--- src/rtl/i2s_capture_pkg.sv ---
// ---------------------------------------------------------------------------
// i2s_capture_pkg
// Shared types and sizing helpers for the I2S-to-AXI-Stream capture path.
//   cap_state_t  : capture FSM states (IDLE, WAIT, SHIFT, PUSH)
//   data_width() : frame word width for a given channel count / kept bits
//   level_width(): width of a FIFO occupancy count (0..depth inclusive)
// ---------------------------------------------------------------------------
package i2s_capture_pkg;

   typedef enum logic [1:0] {
      ST_IDLE,
      ST_WAIT,
      ST_SHIFT,
      ST_PUSH
   } cap_state_t;

   // Default-configuration widths (8 channels x 16 bits, 16-deep FIFO).
   localparam int DEF_NUM_CH     = 8;
   localparam int DEF_OUT_W      = 16;
   localparam int DEF_FIFO_DEPTH = 16;
   localparam int DEF_DATA_W     = DEF_NUM_CH * DEF_OUT_W;
   localparam int DEF_LEVEL_W    = $clog2(DEF_FIFO_DEPTH) + 1;

   function automatic int data_width(input int num_ch, input int out_w);
      return num_ch * out_w;
   endfunction

   function automatic int level_width(input int depth);
      return $clog2(depth) + 1;
   endfunction

endpackage

--- src/rtl/axis_frame_fifo.sv ---
// ---------------------------------------------------------------------------
// axis_frame_fifo
// Synchronous show-ahead FIFO. The head word is always visible on rdata
// (forced to zero while empty). A push into a full FIFO is accepted when a
// pop happens on the same edge.
// Ports:
//   clk, rst        : clock, asynchronous active-high reset
//   push, wdata     : write request and data
//   pop             : read request (ignored while empty)
//   rdata           : head word
//   full, empty     : status flags
//   level           : occupancy, 0..DEPTH
// ---------------------------------------------------------------------------
module axis_frame_fifo
   import i2s_capture_pkg::*;
#(
   parameter int WIDTH = 128,
   parameter int DEPTH = 16
) (
   input  logic                     clk,
   input  logic                     rst,
   input  logic                     push,
   input  logic [WIDTH-1:0]         wdata,
   input  logic                     pop,
   output logic [WIDTH-1:0]         rdata,
   output logic                     full,
   output logic                     empty,
   output logic [$clog2(DEPTH):0]   level
);

   localparam int AW = $clog2(DEPTH);
   localparam int LW = level_width(DEPTH);

   logic [WIDTH-1:0] mem [DEPTH];
   logic [AW-1:0]    wr_ptr;
   logic [AW-1:0]    rd_ptr;
   logic [LW-1:0]    count;
   logic             do_push;
   logic             do_pop;

   assign full    = (count == LW'(DEPTH));
   assign empty   = (count == '0);
   assign do_pop  = pop && !empty;
   // A pop on the same edge frees the slot the push needs.
   assign do_push = push && (!full || do_pop);

   // NOTE: sequential state uses non-blocking assignments so every flop
   // samples pre-edge values regardless of statement order.
   always_ff @(posedge clk or posedge rst) begin
      if (rst) begin
         wr_ptr <= '0;
         rd_ptr <= '0;
         count  <= '0;
      end else begin
         if (do_push) wr_ptr <= wr_ptr + 1'b1;
         if (do_pop)  rd_ptr <= rd_ptr + 1'b1;
         case ({do_push, do_pop})
            2'b10:   count <= count + 1'b1;
            2'b01:   count <= count - 1'b1;
            default: count <= count;
         endcase
      end
   end

   // NOTE: the storage array has no reset; only the pointers/count define
   // validity, and resetting the array would cost a reset net per bit.
   always_ff @(posedge clk) begin
      if (do_push) mem[wr_ptr] <= wdata;
   end

   assign rdata = empty ? '0 : mem[rd_ptr];
   assign level = count;

endmodule

--- src/rtl/i2s_axis_capture.sv ---
// ---------------------------------------------------------------------------
// i2s_axis_capture
// Deserialises NUM_CH I2S data lines sharing one sck/ws pair, keeps the top
// OUT_W bits of the selected slot of every channel, packs them into one
// frame word, buffers frames and streams them out on AXI-Stream with tlast
// every PKT_LEN accepted beats.
// Ports:
//   sck, rst        : I2S bit clock, asynchronous active-high reset
//   start           : capture enable (level)
//   ws, sd          : I2S word select and NUM_CH serial data lines
//   S_AXIS_*        : AXI-Stream master towards the DMA (tdata ch0 in LSBs)
//   overflow_cnt    : saturating count of frames dropped on a full FIFO
//   frame_err       : sticky, a slot was cut short by a ws edge
//   fifo_level      : current FIFO occupancy
// ---------------------------------------------------------------------------
module i2s_axis_capture
   import i2s_capture_pkg::*;
#(
   parameter int NUM_CH     = 8,
   parameter int SLOT_W     = 32,
   parameter int OUT_W      = 16,
   parameter int RIGHT_SLOT = 0,
   parameter int FIFO_DEPTH = 16,
   parameter int PKT_LEN    = 256,
   parameter int CNT_W      = 16
) (
   input  logic                          sck,
   input  logic                          rst,
   input  logic                          start,
   input  logic                          ws,
   input  logic [NUM_CH-1:0]             sd,
   input  logic                          S_AXIS_tready,
   output logic [NUM_CH*OUT_W-1:0]       S_AXIS_tdata,
   output logic                          S_AXIS_tvalid,
   output logic                          S_AXIS_tlast,
   output logic [CNT_W-1:0]              overflow_cnt,
   output logic                          frame_err,
   output logic [$clog2(FIFO_DEPTH):0]   fifo_level
);

   localparam int   DATA_W    = data_width(NUM_CH, OUT_W);
   localparam int   BIT_W     = $clog2(SLOT_W + 1);
   localparam int   BEAT_W    = (PKT_LEN > 1) ? $clog2(PKT_LEN) : 1;
   localparam logic SEL       = (RIGHT_SLOT != 0);
   localparam logic [BIT_W-1:0]  LAST_BIT  = BIT_W'(SLOT_W - 1);
   localparam logic [BIT_W-1:0]  KEEP_BITS = BIT_W'(OUT_W);
   localparam logic [BEAT_W-1:0] LAST_BEAT = BEAT_W'(PKT_LEN - 1);

   cap_state_t        state;
   logic [BIT_W-1:0]  bit_cnt;
   logic              ws_d;
   logic [OUT_W-1:0]  shreg [NUM_CH];
   logic [DATA_W-1:0] frame_word;
   logic [BEAT_W-1:0] beat_cnt;

   logic slot_start;
   logic slot_end;
   logic push;
   logic pop;
   logic drop;
   logic fifo_full;
   logic fifo_empty;

   // ws entering the selected level opens a slot; leaving it closes one.
   assign slot_start = (ws_d != SEL) && (ws == SEL);
   assign slot_end   = (ws_d == SEL) && (ws != SEL);

   assign push = (state == ST_PUSH);
   assign pop  = S_AXIS_tvalid && S_AXIS_tready;
   assign drop = push && fifo_full && !pop;

   // Capture FSM. In I2S the ws edge that precedes the final bit of a slot
   // is normal; one seen earlier means the slot was cut short.
   always_ff @(posedge sck or posedge rst) begin
      if (rst) begin
         state        <= ST_IDLE;
         bit_cnt      <= '0;
         ws_d         <= 1'b0;
         frame_err    <= 1'b0;
         overflow_cnt <= '0;
      end else begin
         ws_d <= ws;
         unique case (state)
            ST_IDLE: begin
               if (start) state <= ST_WAIT;
            end
            ST_WAIT: begin
               if (!start) begin
                  state <= ST_IDLE;
               end else if (slot_start) begin
                  state   <= ST_SHIFT;
                  bit_cnt <= '0;
               end
            end
            ST_SHIFT: begin
               if (!start) begin
                  state <= ST_IDLE;
               end else if (slot_end && (bit_cnt != LAST_BIT)) begin
                  frame_err <= 1'b1;
                  state     <= ST_WAIT;
               end else begin
                  bit_cnt <= bit_cnt + 1'b1;
                  if (bit_cnt == LAST_BIT) state <= ST_PUSH;
               end
            end
            ST_PUSH: begin
               if (drop && (overflow_cnt != '1)) overflow_cnt <= overflow_cnt + 1'b1;
               state <= start ? ST_WAIT : ST_IDLE;
            end
            default: state <= ST_IDLE;
         endcase
      end
   end

   // Only the first OUT_W bits of a slot (its MSBs) are ever used, so the
   // per-channel register stops shifting once it holds them. Data-only
   // flops: a complete slot always overwrites every kept bit before PUSH.
   always_ff @(posedge sck) begin
      if ((state == ST_SHIFT) && (bit_cnt < KEEP_BITS)) begin
         for (int i = 0; i < NUM_CH; i++) begin
            shreg[i] <= (shreg[i] << 1) | OUT_W'(sd[i]);
         end
      end
   end

   // NOTE: every combinational output gets a default first so no path
   // through the block can leave it unassigned and infer a latch.
   always_comb begin
      frame_word = '0;
      for (int i = 0; i < NUM_CH; i++) begin
         frame_word[i*OUT_W +: OUT_W] = shreg[i];
      end
   end

   axis_frame_fifo #(
      .WIDTH (DATA_W),
      .DEPTH (FIFO_DEPTH)
   ) u_fifo (
      .clk   (sck),
      .rst   (rst),
      .push  (push),
      .wdata (frame_word),
      .pop   (pop),
      .rdata (S_AXIS_tdata),
      .full  (fifo_full),
      .empty (fifo_empty),
      .level (fifo_level)
   );

   assign S_AXIS_tvalid = !fifo_empty;

   // Counts accepted beats only, so dropped frames never shift packet
   // boundaries and tlast stays stable while the sink stalls.
   always_ff @(posedge sck or posedge rst) begin
      if (rst) begin
         beat_cnt <= '0;
      end else if (pop) begin
         beat_cnt <= (beat_cnt == LAST_BEAT) ? '0 : beat_cnt + 1'b1;
      end
   end

   assign S_AXIS_tlast = S_AXIS_tvalid && (beat_cnt == LAST_BEAT);

endmodule

--- config.mk ---
export PLATFORM = sky130hd
export DESIGN_NAME = i2s_axis_capture
export DESIGN_NICKNAME = d
export VERILOG_FILES = /design/src/rtl/i2s_capture_pkg.sv /design/src/rtl/axis_frame_fifo.sv /design/src/rtl/i2s_axis_capture.sv
export SDC_FILE = /design/constraint.sdc
export NUM_CORES = 2
export LEC_CHECK = 0
export ABC_AREA = 1
export CORE_ASPECT_RATIO = 1.2
export CORE_MARGIN = 2
export CORE_UTILIZATION = 55
export CTS_CLUSTER_SIZE = 14
export DETAILED_ROUTE_END_ITERATION = 7
export DONT_BUFFER_PORTS = 1
export PLACE_DENSITY = 0.7
export SLEW_MARGIN = 40
export SYNTH_ARGS = -nofsm -noshare
export SYNTH_HDL_FRONTEND = slang
export SYNTH_SLANG_ARGS = --single-unit
--- constraint.sdc ---
create_clock -name sck -period 12.1 [get_ports sck]
set_clock_uncertainty 0.15 [all_clocks]
set_input_delay 0.605 -clock sck [delete_from_list [all_inputs] [get_ports sck]]
set_output_delay 0.605 -clock sck [all_outputs]
set_load 0.005 [all_outputs]
* After elaboration in Yosys (flattened, before gate mapping)
Memory sizes are Yosys's and may differ from the RTL's. Index checks and enable logic that the tools add are counted. Widths: inputs -> output; s select.
Storage, ports and cells: register bits 47, memory bits (writable) 2176, input bits 13, output and inout port bits 152, word-level logic and storage cells 89, memories kept 2
Operators by class: add/subtract/negate cells 7, magnitude comparators 1, equal/unequal tests 17, muxes and demuxes 20, bitwise logic cells 10, reduce and logical (&&, ||, !) cells 23
Memories:
- u_fifo.mem | depth 16, bits a word 128, read ports 1, clocked after Yosys merged registers in 0, wr ports 1, RTL line axis_frame_fifo.sv:34 | logic [WIDTH-1:0] mem [DEPTH];
- shreg | depth 8, bits a word 16, read ports 8, clocked after Yosys merged registers in 0, wr ports 8, RTL line i2s_axis_capture.sv:52 | logic [OUT_W-1:0] shreg [NUM_CH];
Operators by type and width (number):
- $mux 128 | 1
- $or 16x1->16 | 8
- $mux 6 | 4
- $add 16x1->16 const B | 1
- $ne 16x16->1 const B | 1
- $mux 2 | 6
- $pmux 6 s2 | 1
- $logic_and 1x1->1 | 11
- $ne 2x2->1 const B | 5
- $pmux 5 s2 | 1
- $add 4x1->4 const B | 2
- $add 8x1->8 const B | 1
- $eq 8x8->1 const B | 1
- $mux 8 | 1
- $pmux 2 s4 | 1
- $add 6x1->6 const B | 1
- $eq 2x2->1 const B | 3
- $eq 6x5->1 const B | 1
- $lt 6x5->1 const B | 1
- $ne 6x5->1 const B | 1
- $reduce_and 3->1 | 2
- $add 5x1->5 const B | 1
- $eq 5x5->1 const B | 1
- $logic_not 5->1 | 1
- other kinds (12) | 21

* Logic depth before layout (Yosys ltp)
word-level depth 8, depth in mapped cells 18, gate-level depth less buffers 17

* Modules after synthesis
From an unflattened synthesis, not the netlist that was laid out.
Second synthesis, totals: cells, all modules 7124, area, all modules 88389.8 µm²
Modules (own cells, without submodules):
- axis_frame_fifo | instances 1, cells each 6709, area an instance 82512.9 µm², seq. area each 61824.3 µm²
- i2s_axis_capture | instances 1, cells each 415, area an instance 5876.9 µm², seq. area each 4694.5 µm²

* Least setup slack after synthesis
Ideal clock, no wire load.
kind register to register, start point reg state[0], end point mem shreg[0][0], enable pin, library setup time 0.772 ns, data arrival time 9.359 ns, required time 11.178 ns, path slack 1.819 ns, stages on the path, launching flop included 4, path buffers 0, period minus slack after synthesis 10.281 ns, cells stage by stage dfrtp_1 -> nor2_1 -> inv_1 -> nor3_1
RTL lines:
- start: declaration | RTL line i2s_axis_capture.sv:49 | cap_state_t state;
- start signal: assignment | RTL line i2s_axis_capture.sv:108 | state <= start ? ST_WAIT : ST_IDLE;
- end: declaration | RTL line i2s_axis_capture.sv:52

* Worst setup path after layout
start point reg u_fifo.rd_ptr[0], end point out S_AXIS_tdata[1]
On the way: cells in the longest elaborated chain, start to end 2
RTL lines:
- start: declaration | RTL line axis_frame_fifo.sv:36 | logic [AW-1:0] rd_ptr;
- start signal: assignment | RTL line axis_frame_fifo.sv:56 | if (do_pop) rd_ptr <= rd_ptr + 1'b1;
- $mem_v2 16x128
- $mux 128 | RTL line axis_frame_fifo.sv:71 | assign rdata = empty ? '0 : mem[rd_ptr];
- end: declaration | RTL line i2s_axis_capture.sv:33 | output logic [NUM_CH*OUT_W-1:0] S_AXIS_tdata,
Every way passes these cells.

==> summary.txt <==
Die height = 453 µm
Pin count of the biggest net entering global routing = 150
Register area = 0.0665 mm²
Ys async rst share = 2.11%
WP data arrival = 5.47 ns
Crit path capture type = output port
Fillers = 12,700
Fmax = 0.161 GHz
Drt wl/cell = 21.2 µm
Worst path most repeated cell = nand2_1
Final hold violation count = 0
Hpwl dp = 106,000 µm
Top FF cell, synth = edfxtp_1
Top delay family on crit path = buffers and inverters
Cell Area, Synth = 0.0925 mm²
Post-synth top area share = 70.7%
HP Class = input port to async pin
Final setup fails = 0
Leakage = 41.0 nW
Pwr dens = 214 mW/mm²
DRC Markers = 0
Global-route wire length before repair = 344,000 µm
WP buf/inv = 5
Synth Area in Compound Gates = 0.830%
Tmin final = 6.22 ns
Synth area leaders = edfxtp_1 (71%), nand2_1 (13%), nand3_1 (7.0%), inv_1 (4.3%), dfrtp_1 (1.3%)
Layout cells sized above 1 = 4.83%
Die span in x = 378 µm
Root buffer cell = clkbuf_16
CP max FO = 119
Simple-gate share of the synthesized area = 20.4%
Final nets = 8,396
Cell Chain, Critical Path = buf_6 -> buf_12 -> buf_16 -> buf_6 -> buf_4 -> nand2_1 -> nand2_1 -> nand2_1 -> nand3_1 -> nand3_1 -> a21oi_1
Drt first pass iters = 8
EDFF count, synth = 2,176
Design area = 0.102 mm²
RSZ-0062 raised after global routing = false
Worst-Skew Late Latency = 0.85 ns
CTS tree = done
Total grt overflow = 0
Worst Setup Start Kind = flop
Yosys reg bits = 2,223
Core ar. = 0.167 mm²
Most common cell in the netlist = nand2_1
VDD IR max = 280 µV
Syn Inst Count = 8,496
Final period utilization = 51.4%
Unique masters post-synth = 28
Max-slew headroom = 39.9%
Flop-to-flop setup slack = 7.84 ns
Post-Place Cells = 10,400
Full die area = 0.171 mm²
Routed WL = 229,000 µm
Worst Tran Pin Value = 0.902 ns
Initial antenna violation count = 2
Starting DRC count in detailed routing = 6,133
I/O pin cnt = 165
Largest buffer count on any clock path = 3
H-tree depth = 4
Synthesis-to-layout area growth = 9.83%
Syn nets = 8,521
WHS = 0.188 ns
Vias = 59,700
Ys Warns = 0
CTS Buf Count = 207
Crit path kind = flop to output port
Routed Antenna Nets = 0
Adder-cell share of the synthesized area = 0.162%
Post-Synth XOR/XNOR Area = 0.227%
Initial Util = 55.4%
Largest area contributor in the synthesized netlist = edfxtp_1
Fin Setup TNS = 0 ns
Critical Path Max Stage Delay = 0.92 ns
Multi-input gate area = 0.0201 mm²
Vias in the first global route = 56,700
Sequential share of the synthesized area = 71.9%
GRT Total Usage = 26.7%
# port buffers = 0
Sink Count = 2,223
Max Slew Vio Count = 0
Post-DP Area = 0.0948 mm²
Final worst setup slack = 5.88 ns
Vias per cell = 5.54
Worst path required time = 11.35 ns
Post-synthesis mux area share = 0%
Final Non-Filler Cells = 10,800
Std-Cell Rows = 164
Top post-synthesis cells by count = nand2_1 (3,200), edfxtp_1 (2,176), nand3_1 (1,302), inv_1 (1,067), buf_2 (215)
Max-cap violations = 0
Avg Inst Size Synth = 10.9 µm²
Final Wtd Congestion = 0.773
Slowest CP cell = dfrtp_4
Status = complete, no violations
Post-Place Setup Slack = 6.83 ns
Largest family of logic cells by synthesized area = simple AND/OR/NAND/NOR gates
Clk slew on worst S/H paths = 0.06 ns
through the flow:
| step | power [mW] | util (%) |
|---|---|---|
| 2_1_floorplan | 13.4 | - |
| 3_3_place_gp | 15.3 | 56.5 |
| 3_5_place_dp | 15.5 | 56.8 |
| 4_1_cts | 21.8 | 60.8 |
| 5_1_grt | 22.8 | 60.9 |
| 6_report | 21.7 | 60.9 |
layer usage:
metal	up-vias	GRT usage [%]	part of all wire [%]
met2	2583	44.5	49
met3	426	4.87	8.9
met4	2	8.57	2.8
met1	29000	35.6	40
li1	27700	-	-
met5	-	0	0.0044
state kept, by name, summed over array words and instances, names as in the netlist:
register / cells
u_fifo.wr_ptr: 4
bit_cnt: 6
overflow_cnt: 16
u_fifo.level: 5
beat_cnt: 8
ws_d: 1
u_fifo.rd_ptr: 4
u_fifo.mem: 2048
state: 2
frame_err: 1
shreg: 128
timing repair:
action                    CTS  global route
gates resized for setup     0             0
setup buffers               0             0
hold buffers               12             0
hold endpoints to repair   68             0
final timing paths:
kind                                  start                  to  depth (start not counted)
hold reg to reg                 beat_cnt[4]         beat_cnt[4]                          1
setup / recovery           u_fifo.rd_ptr[0]     S_AXIS_tdata[1]                         11
setup reg to reg            u_fifo.level[0]  u_fifo.mem[13][15]                          9
hold / removal                          rst     u_fifo.level[4]                          2
max in group asynchronous               rst    u_fifo.rd_ptr[1]                          2
min in group sck                      sd[2]        shreg[0][32]                          1
kinds of logic (layout without fill, tap and decap cells):
family,count (synthesis),after routing
other,0,1
AOI/OAI and AO/OA,151,151
buffers and inverters,1513,1555
and+or+nand+nor,4573,4573
DFF,2223,2223
adders and majority gates,12,12
xor gates and xnor gates,24,24
cell type report:
cell class                 instances  share of cell area (%)
timing repair buffer             108                    1.49
clock buffer                     256                    5.39
inverter                        1071                    4.01
multi-input combinational       4760                    19.8
sequential                      2223                    65.5
antenna                            1                 0.00246
clock inverter                   120                    1.03
tap                             2241                    2.76
where the power goes:
| part | internal, mW | switching, mW |
|---|---|---|
| registers | 8.54 | 0.254 |
| logic | 1.79 | 4.84 |
| clock network | 3.52 | 2.79 |
| total | 13.9 | 7.88 |
placed cells by master, fill, tap and decap left out, types with 40 or more instances in the layout:
cell	n
a21oi_1	126
buf_6	43
clkbuf_1	44
clkbuf_16	212
clkinv_1	51
dfrtp_1	43
edfxtp_1	2176
inv_1	1064
nand2_1	3200
nand3_1	1302
nor2_1	40
worst register-to-register path, delay by kind of cell (launching register included):
family,cells,cell delay [ns]
buffers and inverters,4,2.36
AND/OR/NAND/NOR,5,0.89
flip-flops,1,0.44
(Power assumes the default switching activity.)
